$ cat config.mk
export PLATFORM = sky130hd
export DESIGN_NAME = mem_stage
export DESIGN_NICKNAME = d
export VERILOG_FILES = /design/src/rtl/mem_stage_pkg.sv /design/src/rtl/mem_lane_align.sv /design/src/rtl/mem_stage.sv
export SDC_FILE = /design/constraint.sdc
export NUM_CORES = 1
export LEC_CHECK = 0
export ABC_AREA = 1
export CORE_ASPECT_RATIO = 0.8
export CORE_UTILIZATION = 41
export DETAILED_ROUTE_END_ITERATION = 10
export PLACE_DENSITY = 0.74
export RECOVER_POWER = 100
export SLEW_MARGIN = 20
export SYNTH_ARGS = -nofsm -noshare
export SYNTH_HDL_FRONTEND = slang
export SYNTH_SLANG_ARGS = --single-unit
export TNS_END_PERCENT = 100
$ cat constraint.sdc
create_clock -name clk -period 1.4 [get_ports clk]
set_input_delay 0.35 -clock clk [delete_from_list [all_inputs] [get_ports clk]]
set_output_delay 0.35 -clock clk [all_outputs]
set_load 0.02 [all_outputs]
$ cat src/rtl/mem_stage_pkg.sv
// Shared definitions for the memory stage: widths, the data-cache control bus
// and funct3 load/store encodings.
package mem_stage_pkg;

   localparam int DataSize    = 32;
   localparam int RegAddrSize = 5;

   typedef struct packed {
      logic       read;
      logic       write;
      logic [2:0] funct3;
   } DataCacheControlBus;

   localparam logic [2:0] F3_LB  = 3'b000;
   localparam logic [2:0] F3_LH  = 3'b001;
   localparam logic [2:0] F3_LW  = 3'b010;
   localparam logic [2:0] F3_LBU = 3'b100;
   localparam logic [2:0] F3_LHU = 3'b101;

   // funct3[1:0] is the access size for loads and stores alike
   function automatic logic is_misaligned(input logic [1:0] addr_lo,
                                          input logic [2:0] funct3);
      logic mis;
      case (funct3[1:0])
         2'b00:   mis = 1'b0;
         2'b01:   mis = addr_lo[0];
         default: mis = |addr_lo;
      endcase
      return mis;
   endfunction

endpackage

$ cat src/rtl/mem_lane_align.sv
// Byte-lane steering between the core and a word-wide data memory: store
// replication with byte enables, and load lane extraction with extension.
module mem_lane_align
   import mem_stage_pkg::*;
#(
   parameter int DATA_W = DataSize
)(
   input  logic [1:0]        addr_lo_i,
   input  logic [2:0]        funct3_i,
   input  logic [DATA_W-1:0] store_data_i,
   input  logic [DATA_W-1:0] rdata_i,
   output logic [DATA_W-1:0] wdata_o,
   output logic [3:0]        byte_en_o,
   output logic [DATA_W-1:0] load_data_o
);

   logic [7:0]  lane_byte;
   logic [15:0] lane_half;

   // Stores replicate the datum across the word; byte enables pick the lane
   always_comb begin
      wdata_o   = store_data_i;
      byte_en_o = 4'b1111;
      case (funct3_i[1:0])
         2'b00: begin
            wdata_o   = {(DATA_W/8){store_data_i[7:0]}};
            byte_en_o = 4'b0001 << addr_lo_i;
         end
         2'b01: begin
            wdata_o   = {(DATA_W/16){store_data_i[15:0]}};
            byte_en_o = addr_lo_i[1] ? 4'b1100 : 4'b0011;
         end
         default: ;
      endcase
   end

   always_comb begin
      lane_byte = rdata_i[7:0];
      case (addr_lo_i)
         2'd1:    lane_byte = rdata_i[15:8];
         2'd2:    lane_byte = rdata_i[23:16];
         2'd3:    lane_byte = rdata_i[31:24];
         default: ;
      endcase
      lane_half = addr_lo_i[1] ? rdata_i[31:16] : rdata_i[15:0];
   end

   always_comb begin
      load_data_o = rdata_i;
      case (funct3_i)
         F3_LB:   load_data_o = {{(DATA_W-8){lane_byte[7]}}, lane_byte};
         F3_LBU:  load_data_o = {{(DATA_W-8){1'b0}}, lane_byte};
         F3_LH:   load_data_o = {{(DATA_W-16){lane_half[15]}}, lane_half};
         F3_LHU:  load_data_o = {{(DATA_W-16){1'b0}}, lane_half};
         default: ;
      endcase
   end

endmodule

$ cat src/rtl/mem_stage.sv
// MEM pipeline stage: passes ALU results through in one cycle and runs loads
// and stores against a single-request data memory, stalling upstream meanwhile.
module mem_stage
   import mem_stage_pkg::*;
#(
   parameter int DATA_W = DataSize,
   parameter int REG_AW = RegAddrSize
)(
   input  logic              clk,
   input  logic              reset,
   input  logic              validIn,
   input  logic [DATA_W-1:0] aluResultIn,
   input  logic [DATA_W-1:0] storeDataIn,
   input  logic [4:0]        dataCacheControlIn,
   input  logic [REG_AW-1:0] writeBackAddrIn,
   input  logic              writeEnableIn,
   output logic              memReq,
   output logic              memWe,
   output logic [DATA_W-1:0] memAddr,
   output logic [DATA_W-1:0] memWData,
   output logic [3:0]        memByteEn,
   input  logic              memAck,
   input  logic [DATA_W-1:0] memRData,
   output logic              stallOut,
   output logic              validOut,
   output logic              writeEnableOut,
   output logic [REG_AW-1:0] writeBackAddrOut,
   output logic [DATA_W-1:0] writeBackData,
   output logic              misalignOut,
   output logic [1:0]        dbgStateOut
);

   typedef enum logic [1:0] {
      IDLE = 2'd0,
      REQ  = 2'd1,
      RESP = 2'd2
   } state_t;

   state_t             state_q, state_d;
   logic [DATA_W-1:0]  addr_q, addr_d;
   logic [DATA_W-1:0]  sdata_q, sdata_d;
   logic [2:0]         funct3_q, funct3_d;
   logic               store_q, store_d;
   logic [REG_AW-1:0]  rd_q, rd_d;
   logic               rd_we_q, rd_we_d;

   logic               valid_q, valid_d;
   logic               wen_q, wen_d;
   logic [REG_AW-1:0]  wb_addr_q, wb_addr_d;
   logic [DATA_W-1:0]  wb_data_q, wb_data_d;
   logic               misalign_q, misalign_d;

   DataCacheControlBus ctrl_in;
   logic               mem_op;
   logic [DATA_W-1:0]  load_data;

   assign ctrl_in = dataCacheControlIn;
   assign mem_op  = ctrl_in.read | ctrl_in.write;

   mem_lane_align #(.DATA_W(DATA_W)) u_lane_align (
      .addr_lo_i    (addr_q[1:0]),
      .funct3_i     (funct3_q),
      .store_data_i (sdata_q),
      .rdata_i      (memRData),
      .wdata_o      (memWData),
      .byte_en_o    (memByteEn),
      .load_data_o  (load_data)
   );

   // Transaction fields are latched once at acceptance, so memory-side
   // outputs stay stable for the whole request regardless of upstream.
   assign memReq  = (state_q == REQ);
   assign memWe   = (state_q == REQ) & store_q;
   assign memAddr = {addr_q[DATA_W-1:2], 2'b00};

   assign validOut         = valid_q;
   assign writeEnableOut   = wen_q;
   assign writeBackAddrOut = wb_addr_q;
   assign writeBackData    = wb_data_q;
   assign misalignOut      = misalign_q;
   assign dbgStateOut      = state_q;

   always_comb begin
      state_d    = state_q;
      addr_d     = addr_q;
      sdata_d    = sdata_q;
      funct3_d   = funct3_q;
      store_d    = store_q;
      rd_d       = rd_q;
      rd_we_d    = rd_we_q;
      valid_d    = 1'b0;
      wen_d      = 1'b0;
      misalign_d = 1'b0;
      wb_addr_d  = wb_addr_q;
      wb_data_d  = wb_data_q;
      stallOut   = 1'b0;

      case (state_q)
         IDLE, RESP: begin
            state_d = IDLE;
            if (validIn) begin
               if (!mem_op) begin
                  valid_d   = 1'b1;
                  wen_d     = writeEnableIn & (writeBackAddrIn != '0);
                  wb_addr_d = writeBackAddrIn;
                  wb_data_d = aluResultIn;
               end else if (is_misaligned(aluResultIn[1:0], ctrl_in.funct3)) begin
                  valid_d    = 1'b1;
                  misalign_d = 1'b1;
                  wb_addr_d  = writeBackAddrIn;
                  wb_data_d  = aluResultIn;
               end else begin
                  state_d  = REQ;
                  stallOut = 1'b1;
                  addr_d   = aluResultIn;
                  sdata_d  = storeDataIn;
                  funct3_d = ctrl_in.funct3;
                  store_d  = ctrl_in.write;
                  rd_d     = writeBackAddrIn;
                  rd_we_d  = writeEnableIn;
               end
            end
         end
         REQ: begin
            stallOut = 1'b1;
            if (memAck) begin
               state_d   = RESP;
               valid_d   = 1'b1;
               wb_addr_d = rd_q;
               if (!store_q) begin
                  wb_data_d = load_data;
                  wen_d     = rd_we_q & (rd_q != '0);
               end
            end
         end
         default: state_d = IDLE;
      endcase
   end

   always_ff @(posedge clk) begin
      if (reset) begin
         state_q    <= IDLE;
         addr_q     <= '0;
         sdata_q    <= '0;
         funct3_q   <= '0;
         store_q    <= 1'b0;
         rd_q       <= '0;
         rd_we_q    <= 1'b0;
         valid_q    <= 1'b0;
         wen_q      <= 1'b0;
         wb_addr_q  <= '0;
         wb_data_q  <= '0;
         misalign_q <= 1'b0;
      end else begin
         state_q    <= state_d;
         addr_q     <= addr_d;
         sdata_q    <= sdata_d;
         funct3_q   <= funct3_d;
         store_q    <= store_d;
         rd_q       <= rd_d;
         rd_we_q    <= rd_we_d;
         valid_q    <= valid_d;
         wen_q      <= wen_d;
         wb_addr_q  <= wb_addr_d;
         wb_data_q  <= wb_data_d;
         misalign_q <= misalign_d;
      end
   end

endmodule

==> metrics <==
clock tree from TritonCTS done; number of max-cap violations 0; synthesized flop and latch total 116; wire length of the first global-routing pass 30400 um; FP Rows 39; DIE AREA 15200 um^2; clock slew at the register clock pins of the worst setup and hold paths 0.05 ns; Crit Path Class flip-flop to output port; number of fill cells in the layout 1170; RSZ-0062 raised after global routing true; final core area utilization 68.2%; Clk Tree Root Cell sky130_fd_sc_hd__clkbuf_16; M2 GR Usage 40.6%; cell class contributing the biggest share of worst-path delay buffers and inverters; number of buffers inserted during clock tree synthesis 17; DRT antenna net count 0; die height 110 um; final WL 20700 um; met1 track demand over resource in global routing 34.9%; Post-DP Area 8710 um^2; post-route DRC violation count 0; data arrival time of the worst path 1.46 ns; fraction of the yosys area taken by sequential cells 38.6%; distinct cell type count of the synthesized netlist 33; Max Freq 0.553 GHz; buffers plus inverters on the worst setup path 4; number of clock sinks 116; post-synthesis cell count 876; GRT busiest layer met2; Syn Area/Cell 6.87 um^2; headroom to the max-slew limit 65.8%; met3 routing resource usage after global routing 7.82%; cells traversed along the worst timing path buf_4 > buf_4 > buf_6 > o21ai_4 > buf_6; footprint of the flip-flops and latches 2340 um^2; deepest level of the CTS H-tree 4; Initial Util 42.1%; final-layout setup total negative slack -19.67 ns; via count of the first global-routing pass 5891; DP HPWL 13800 um; path type of the worst min-delay path primary input to flip-flop; initial antenna violation count 0; area delta synth->final 62.0%; number of nets in the finished design 1230; number of failing setup endpoints in the final timing report 70; Crit. End Element output port; initial detailed-routing violation count 413; maximum clock skew at final layout 0.00789 ns; Worst Slack Setup Final -0.407 ns; clock latency on the worst-skew pair 0.42 ns; failing checks negative setup slack; Inserted Diodes 0; number of port buffers 221; die extent in x 137 um; transition at the pin with the smallest max-transition slack 0.512 ns; area of the mapped netlist 6020 um^2; endpoints failing hold 0; run status finished, violations left; Vias per Instance 4.90; global-route total usage across every layer 26.6%; number of vias after detailed routing 6439; grt ovf 0; largest voltage drop on the vdd net 941 uV; area of all placed cells without fillers 9750 um^2; I/O pin total 224; Largest stage delay, worst path 0.38 ns; data required time at the worst endpoint 1.05 ns; area taken by multi-input logic gates 3190 um^2; pin count of the biggest net entering global routing 105; largest fanout on the critical path 6; cell at the slowest stage of the critical path sky130_fd_sc_hd__dfxtp_4; floorplan core area 14300 um^2; Final Hold Slack 0.387 ns; final routed wire length divided by cell count 15.7 um; Max clock buf depth 2; minimum clock period after layout 1.81 ns; Cell Pwr Density 1120 nW/um^2; Yosys Warn Count 0; Static Leak 4.26 nW; type of origin of the critical path flip-flop; Final Max Tran Viols 0; First-pass DRT Iterations 5; fraction of layout cells with a size suffix above 1 35.2%; crit share post-route 129%; final RePlAce weighted congestion 0.890
per-layer routing:
layer	routed length [um]	part of all wire [%]	vias up
met1	9240	45	2925
li1	-	-	3253
met3	1550	7.5	38
met2	9350	45	223
met4	560	2.7	0
met5	0	0	-
per-stage QoR:
stage / instances / total power, mW / worst slack (ns)
after floorplan: 877 / 5.44 / -0.0979
after global placement: 1262 / 6.72 / -0.862
after detailed placement: 1262 / 6.75 / -0.855
after CTS: 1306 / 10.8 / -0.386
after global routing: 1314 / 11.5 / -0.455
final: 1314 / 11.0 / -0.407
worst min-delay path, cell delays in order:
cell,delay (ns)
sky130_fd_sc_hd__clkdlybuf4s15_2,0.23
sky130_fd_sc_hd__o21ai_1,0.14
sky130_fd_sc_hd__a21oi_1,0.04
power by group:
group / internal (mW) / switching (mW) / total [mW]
sequential: 3.60 / 0.166 / 3.76
clock: 2.46 / 1.48 / 3.93
combinational: 1.48 / 1.79 / 3.27
final cells by class:
cell class              instances  share of cell area [%]
well taps                     184                    2.36
clock inverters                 5                   0.257
inverters                     120                    4.77
clock buffers                  25                    5.18
multi-input cells             550                    32.7
flip-flops and latches        116                    24.0
repair buffers                314                    30.7
flip-flops by register name, indices dropped and copies added (netlist names):
register,flops
writeEnableOut,1
dbgStateOut,2
validOut,1
store_q,1
sdata_q,32
writeBackAddrOut,5
misalignOut,1
funct3_q,3
writeBackData,32
rd_q,5
addr_q,32
rd_we_q,1
Yosys cell counts, drive strengths merged:
library cell | n | share of area, %
o221ai | 8 | 1.2
nand4 | 2 | 0.31
nand3 | 22 | 1.9
a21oi | 132 | 12
o21bai | 1 | 0.12
o22ai | 3 | 0.31
inv | 120 | 7.5
and2 | 3 | 0.31
nand2 | 186 | 13
nor2 | 50 | 3.8
nor4 | 2 | 0.21
o21ai | 113 | 9.5
conb | 1 | 0.062
clkbuf | 23 | 1.4
nor3 | 1 | 0.083
buf | 69 | 7.8
dfxtp | 116 | 39
or2 | 24 | 2.5
path summary, 6_finish.rpt:
check / from / end / slack (ns) / cells past startpoint
setup / recovery: funct3_q[1] / memWData[22] / -0.41 / 5
hold / removal: dataCacheControlIn[1] / funct3_q[1] / 0.39 / 3
setup reg to reg: dbgStateOut[0] / writeBackData[10] / -0.30 / 10
hold reg to reg: sdata_q[17] / sdata_q[17] / 0.44 / 2
logic make-up after synthesis:
group,count (synthesis),share of synthesized area (%)
buffers and inverters,212,16.7
flip-flops,116,38.6
other,1,0.0623
AND/OR/NAND/NOR,290,22.0
AO/OA/AOI/OAI,257,22.7
cells in the final DEF (no fill, tap or decap), types with 23 or more instances in the layout:
cell / synthesis / final
sky130_fd_sc_hd__nand2_1: 160 / 137
sky130_fd_sc_hd__dfxtp_1: 116 / 106
sky130_fd_sc_hd__or2_2: 23 / 23
sky130_fd_sc_hd__nor2_1: 44 / 37
sky130_fd_sc_hd__buf_4: 41 / 71
sky130_fd_sc_hd__o21ai_0: 111 / 51
sky130_fd_sc_hd__a21oi_1: 122 / 113
sky130_fd_sc_hd__buf_6: 3 / 32
sky130_fd_sc_hd__clkbuf_2: 0 / 41
sky130_fd_sc_hd__clkdlybuf4s50_1: 0 / 103
sky130_fd_sc_hd__inv_1: 114 / 111
sky130_fd_sc_hd__o21ai_1: 1 / 43
sky130_fd_sc_hd__clkdlybuf4s15_2: 0 / 32
sky130_fd_sc_hd__nand2_2: 24 / 35
repair_timing:
action	4_1_cts	5_1_grt
pin swaps	15	22
buffers inserted	11	9
hold buffers	0	0
gates cloned	3	2
endpoints found under the setup margin	223	166
resized for setup	497	168
No activity file was read; power rests on OpenSTA's default activity.
